===== config.mk =====
export PLATFORM = sky130hd
export DESIGN_NAME = rf_write_scheduler
export DESIGN_NICKNAME = d
export VERILOG_FILES = /design/src/rtl/rf_write_scheduler_pkg.sv /design/src/rtl/rr_arbiter_3.sv /design/src/rtl/rf_write_scheduler.sv
export SDC_FILE = /design/constraint.sdc
export NUM_CORES = 1
export LEC_CHECK = 0
export CAP_MARGIN = 20
export CORE_UTILIZATION = 38
export CTS_CLUSTER_DIAMETER = 80
export DETAILED_ROUTE_END_ITERATION = 10
export MAX_ROUTING_LAYER = met4
export PLACE_DENSITY_LB_ADDON = 0.25
export SYNTH_ARGS = -nofsm -noshare
export SYNTH_HDL_FRONTEND = slang
export SYNTH_SLANG_ARGS = --single-unit

===== constraint.sdc =====
create_clock -name clk -period 2.7 [get_ports clk]
set_input_delay 0.54 -clock clk [delete_from_list [all_inputs] [get_ports clk]]
set_output_delay 0.54 -clock clk [all_outputs]
set_load 0.01 [all_outputs]

===== src/rtl/rf_write_scheduler_pkg.sv =====
// Shared types and constants for the register-file write scheduler.
package rf_write_scheduler_pkg;

  // Scheduler operating mode: clearing the register file, then normal writes.
  typedef enum logic {
    INIT = 1'b0,
    RUN  = 1'b1
  } state_t;

  // Register address width and the hardwired-zero register.
  localparam int              REG_AW   = 5;
  localparam logic [REG_AW-1:0] ZERO_REG = '0;

endpackage


===== src/rtl/rr_arbiter_3.sv =====
// Three-way round-robin arbiter: one-hot grant, pointer advances past the winner.
module rr_arbiter_3 #(
  parameter int NREQ = 3
) (
  input  logic            clk,
  input  logic            reset,
  input  logic [NREQ-1:0] req,
  input  logic            advance,
  output logic [NREQ-1:0] grant,
  output logic [1:0]      ptr
);

  // Pick the first requester at or after the pointer, wrapping 2 -> 0.
  always_comb begin
    grant = '0;
    case (ptr)
      2'd1: begin
        if (req[1])      grant = 3'b010;
        else if (req[2]) grant = 3'b100;
        else if (req[0]) grant = 3'b001;
      end
      2'd2: begin
        if (req[2])      grant = 3'b100;
        else if (req[0]) grant = 3'b001;
        else if (req[1]) grant = 3'b010;
      end
      default: begin
        if (req[0])      grant = 3'b001;
        else if (req[1]) grant = 3'b010;
        else if (req[2]) grant = 3'b100;
      end
    endcase
  end

  // Move priority to the index after the granted requester on a real transfer.
  always_ff @(posedge clk or negedge reset) begin
    if (!reset) begin
      ptr <= 2'd0;
    end else if (advance) begin
      if (grant[0])      ptr <= 2'd1;
      else if (grant[1]) ptr <= 2'd2;
      else               ptr <= 2'd0;
    end
  end

endmodule


===== src/rtl/rf_write_scheduler.sv =====
// Register-file write scheduler: clears r1..r31 after reset, then arbitrates
// three write requesters onto a single registered write port and tracks a
// pending-write scoreboard.
module rf_write_scheduler
  import rf_write_scheduler_pkg::*;
#(
  parameter int XLEN = 32,
  parameter int NREG = 32,
  parameter int NREQ = 3
) (
  input  logic                   clk,
  input  logic                   reset,
  input  logic [NREQ-1:0]        req_valid,
  input  logic [NREQ*REG_AW-1:0] req_rd,
  input  logic [NREQ*XLEN-1:0]   req_data,
  output logic [NREQ-1:0]        req_ready,
  input  logic                   resv_valid,
  input  logic [REG_AW-1:0]      resv_rd,
  output logic [NREG-1:0]        busy,
  output logic                   RegWrite,
  output logic [REG_AW-1:0]      Rd,
  output logic [XLEN-1:0]        Write_data,
  output logic                   init_done
);

  localparam logic [REG_AW-1:0] LAST_REG = REG_AW'(NREG - 1);

  state_t              state;
  logic [REG_AW-1:0]   init_cnt;
  logic                init_done_p1;
  logic                vld_p1;
  logic [REG_AW-1:0]   rd_p1;
  logic [XLEN-1:0]     wdata_p1;
  logic [NREG-1:0]     busy_q;
  logic [NREG-1:0]     busy_nxt;
  logic [NREQ-1:0]     arb_req;
  logic [NREQ-1:0]     grant;
  logic [1:0]          unused_arb_ptr;
  logic                xfer_p0;
  logic [REG_AW-1:0]   xfer_rd_p0;
  logic [XLEN-1:0]     xfer_data_p0;

  // Requests are invisible to the arbiter until the clear sequence has handed over.
  assign arb_req   = (state == RUN) ? req_valid : '0;
  assign req_ready = grant;
  assign xfer_p0   = |grant;

  rr_arbiter_3 #(
    .NREQ (NREQ)
  ) u_arb (
    .clk     (clk),
    .reset   (reset),
    .req     (arb_req),
    .advance (xfer_p0),
    .grant   (grant),
    .ptr     (unused_arb_ptr)
  );

  // Select the destination and data of the granted requester.
  always_comb begin
    xfer_rd_p0   = '0;
    xfer_data_p0 = '0;
    for (int i = 0; i < NREQ; i++) begin
      if (grant[i]) begin
        xfer_rd_p0   = req_rd[i*REG_AW +: REG_AW];
        xfer_data_p0 = req_data[i*XLEN +: XLEN];
      end
    end
  end

  // ---- stage p0 -> p1: mode control and registered write port ----
  // Sequence INIT clears, then forward granted writes one cycle later.
  always_ff @(posedge clk or negedge reset) begin
    if (!reset) begin
      state        <= INIT;
      init_cnt     <= REG_AW'(1);
      init_done_p1 <= 1'b0;
      vld_p1       <= 1'b0;
      rd_p1        <= '0;
      wdata_p1     <= '0;
    end else begin
      case (state)
        INIT: begin
          vld_p1   <= 1'b1;
          rd_p1    <= init_cnt;
          wdata_p1 <= '0;
          if (init_cnt == LAST_REG) begin
            state <= RUN;
          end else begin
            init_cnt <= init_cnt + REG_AW'(1);
          end
        end
        RUN: begin
          init_done_p1 <= 1'b1;
          // A write to r0 still consumes the grant but never reaches the file.
          vld_p1       <= xfer_p0 && (xfer_rd_p0 != ZERO_REG);
          if (xfer_p0) begin
            rd_p1    <= xfer_rd_p0;
            wdata_p1 <= xfer_data_p0;
          end
        end
        default: state <= INIT;
      endcase
    end
  end

  // Scoreboard update: completion clears, then a reservation to the same register wins.
  always_comb begin
    busy_nxt = busy_q;
    if (xfer_p0) begin
      busy_nxt[xfer_rd_p0] = 1'b0;
    end
    if (resv_valid) begin
      busy_nxt[resv_rd] = 1'b1;
    end
    busy_nxt[ZERO_REG] = 1'b0;
  end

  // Scoreboard register; reservations are ignored while clearing.
  always_ff @(posedge clk or negedge reset) begin
    if (!reset) begin
      busy_q <= '0;
    end else if (state == RUN) begin
      busy_q <= busy_nxt;
    end
  end

  assign busy       = busy_q;
  assign RegWrite   = vld_p1;
  assign Rd         = rd_p1;
  assign Write_data = wdata_p1;
  assign init_done  = init_done_p1;

endmodule


==> flow_metrics.env <==
export IMPL_holdBufCountCts=0
export IMPL_htreeDepth=3
export IMPL_cp_common_cell="buf_4"
export IMPL_cts_buffers=9
export IMPL_die_h_um=107.9
export IMPL_die_area_mm2=0.01164
export IMPL_grt_pass1_wl_mm=23.54
export IMPL_slew_violations=0
export IMPL_fillers=887
export IMPL_grt_pass1_vias=4581
export IMPL_crit_path_start_kind="register"
export IMPL_place_gp_congestion=0.8514
export IMPL_r2r_end="busy[6]"
export IMPL_status="finished clean"
export IMPL_max_stage_delay_ns=0.41
export IMPL_min_period_ns=2.671
export IMPL_portBuffers=194
export IMPL_syn_area_per_cell_um2=9.407
export IMPL_antenna_found_initial=1
export IMPL_gr_total_overflow=0
export IMPL_cts_tree="built"
export IMPL_cts_buffer_depth=2
export IMPL_cp_cell_sequence="inv_2 -> ha_4 -> buf_4 -> o31a_1 -> buf_4 -> a31o_2 -> o22a_4 -> buf_4 -> o41ai_1 -> o21ai_1"
export IMPL_cp_max_fo=5
export IMPL_drive_gt1_share_pct=14.46
export IMPL_grt_max_degree=79
export IMPL_synth_edf_count=0
export IMPL_ys_seq_area_share_pct=45.83
export IMPL_r2r_setup_slack_ns=0.03
export IMPL_finClkSkew_ns=0.007328
export IMPL_synth_seq_cells=78
export IMPL_routed_wl_mm=15.54
export IMPL_clkSlewWorstSetupHoldPaths_ns=0.09
export IMPL_clkLatencyLatePin_ns=0.36
export IMPL_drt_first_pass_iters=5
export IMPL_cp_arrival_ns=2.91
export IMPL_area_growth_pct=63.45
export IMPL_io_pins=196
export IMPL_powerDensity_mw_per_mm2=1061
export IMPL_viasPerCell=5.680
export IMPL_yosys_warnings=0
export IMPL_end_kind="register"
export IMPL_whs_ns=0.1706
export IMPL_tightestPinTransition_ns=0.5225
export IMPL_finalCritPeriodShare_pct=98.93
export IMPL_p_leak_nw=2.940
export IMPL_setup_viol=0
export IMPL_vias=4612
export IMPL_dp_hpwl_mm=11.30
export IMPL_synthesis_area_mm2=0.004262
export IMPL_syn_nets=579
export IMPL_drc=0
export IMPL_place_inst=791
export IMPL_cts_root_buffer="clkbuf_8"
export IMPL_hold_violations=0
export IMPL_relSlewSlack_pct=65.17
export IMPL_ys_async_sr_fraction_pct=100.0
export IMPL_start_util_pct=39.14
export IMPL_std_cell_rows=38
export IMPL_syn_inst=453
export IMPL_synth_top_flop_cell="dfrtp_1"
export IMPL_layoutNonFillerInstCount=812
export IMPL_critPathSlowestCell="dfrtp_1"
export IMPL_r2r_start="u_arb.ptr[0]"
export IMPL_core_area_mm2=0.01089
export IMPL_max_cap_violations=0
export IMPL_drtIter0Drc=285
export IMPL_max_freq_mhz=374.4
export IMPL_wire_per_inst_um=19.13
export IMPL_crit_type="reg2reg"
export IMPL_vdd_drop_max_mv=0.4969
export IMPL_chipWidth_um=107.9
export IMPL_yosysUniqueCellTypes=63
export IMPL_cts_sinks=78
export IMPL_nets=792
export IMPL_r2r_cells=10
export IMPL_ant_nets=0
export IMPL_hp_class="in2async"
export IMPL_cp_required_ns=2.94
export IMPL_grtUsageTotal_pct=27.28
==> state kept, by name, indices dropped and copies added (netlist names) <==
signal	count
busy	31
Write_data	32
init_cnt	5
init_done	1
state	1
u_arb.ptr	2
Rd	5
RegWrite	1
==> cell usage after synthesis, drive strengths merged, types with 5 or more instances <==
library cell	n	area, µm²
nand2	26	97.59
a31oi	5	31.28
inv	14	52.55
dfrtp	77	1927
and2	6	37.54
clkbuf	26	97.59
o2111ai	7	61.31
a21oi	40	204.0
buf	10	53.80
and3	35	219.0
nand3	5	25.02
o21ai	55	279.0
a22oi	34	255.2
o41ai	21	221.5
nor2	26	97.59
==> critical path, delay by kind of cell (launching register included) <==
family | cells | cell delay, ns
buffers and inverters | 4 | 0.55
adders and majority gates | 1 | 0.27
AOI/OAI and AO/OA | 5 | 1.33
DFF | 1 | 0.41
==> worst max path at each step <==
stage / from / endpoint / depth (start not counted)
3_5_place_dp: req_valid[1] / busy[14] / 9
5_1_grt: u_arb.ptr[0] / busy[6] / 10
2_1_floorplan: u_arb.ptr[0] / busy[25] / 10
4_1_cts: u_arb.ptr[0] / busy[13] / 11
3_3_place_gp: req_valid[1] / busy[17] / 9
6_report: u_arb.ptr[0] / busy[6] / 10
==> power by group <==
group          switching (W)  internal (W)  leakage, nW  total, W
sequential          0.000288       0.00160        0.947   0.00188
combinational        0.00237       0.00225         1.90   0.00462
clock               0.000448      0.000432       0.0920  0.000880
total                0.00311       0.00428         2.94   0.00739
==> repair_timing <==
item | CTS | global route
setup buffers | 3 | 1
resized for setup | 16 | 22
pin swaps | 1 | 1
endpoints found under the setup margin | 14 | 27
gates cloned | 0 | 0
==> layer usage <==
metal | vias to the layer above | global-route usage, % | part of all wire (%)
met5 | - | - | 0
met3 | 22 | 4.722 | 6.6
met2 | 192 | 46.52 | 49
li1 | 2164 | - | -
met1 | 2234 | 32.20 | 42
met4 | 0 | 10.18 | 2.2
==> metrics by stage <==
step / TNS [ns] / total power [W] / area (µm²) / setup slack (ns) / util [%]
6_report: 0 / 0.007388 / 6965 / 0.02898 / 63.97
5_1_grt: -0.04277 / 0.007844 / 6965 / -0.04277 / 63.97
4_1_cts: 0 / 0.007162 / 6827 / 0.0002562 / 62.70
3_5_place_dp: -7.759 / 0.006131 / 6563 / -0.3670 / 60.27
3_3_place_gp: -4.824 / 0.006022 / 6563 / -0.2154 / 60.27
2_1_floorplan: 0 / 0.004014 / 4262 / 0.08114 / -
==> cells in the final DEF, fill, tap and decap left out, types with 3 or more instances in the layout <==
master / synthesis / routed
a21o_1: 3 / 3
a21oi_1: 39 / 39
a22oi_1: 34 / 34
a31oi_1: 5 / 5
and2_1: 5 / 5
and3_1: 35 / 35
buf_12: 0 / 3
buf_4: 1 / 38
buf_6: 1 / 3
clkbuf_1: 26 / 4
clkbuf_8: 0 / 9
clkdlybuf4s50_1: 0 / 189
dfrtp_1: 77 / 77
dlygate4sd2_1: 0 / 4
inv_1: 13 / 12
nand2_1: 26 / 26
nand3_1: 5 / 5
nand3b_1: 3 / 3
nor2_1: 26 / 26
nor3_1: 3 / 3
nor4_1: 4 / 4
o2111ai_1: 7 / 7
o211ai_1: 3 / 3
o21ai_0: 49 / 46
o21ai_1: 5 / 8
o221ai_1: 4 / 4
o41ai_1: 16 / 6
o41ai_2: 5 / 14
==> layout make-up <==
| cell class | count | area [µm²] | share of cell area, % |
|---|---|---|---|
| Timing Repair Buffer | 238 | 2321 | 33.32 |
| Antenna cell | 1 | 2.502 | 0.03593 |
| Multi-Input combinational cell | 325 | 2276 | 32.67 |
| Clock buffer | 13 | 138.9 | 1.994 |
| Clock inverter | 3 | 43.79 | 0.6287 |
| Sequential cell | 78 | 1953 | 28.04 |
| Tap cell | 140 | 175.2 | 2.515 |
| Inverter | 14 | 55.05 | 0.7904 |
==> cell families (layout without fill, tap and decap cells) <==
kind of cell | Yosys count | in the layout | share of synthesized area (%)
AO/OA/AOI/OAI | 193 | 193 | 31.80
XOR/XNOR | 3 | 3 | 0.6167
adder cells (fa/ha/maj) | 4 | 4 | 1.174
buffers and inverters | 50 | 268 | 4.786
flip-flops | 78 | 78 | 45.83
multiplexers | 2 | 2 | 0.5284
other | 1 | 2 | 0.08800
AND/OR/NAND/NOR | 122 | 122 | 15.18
(Power assumes the default switching activity.)
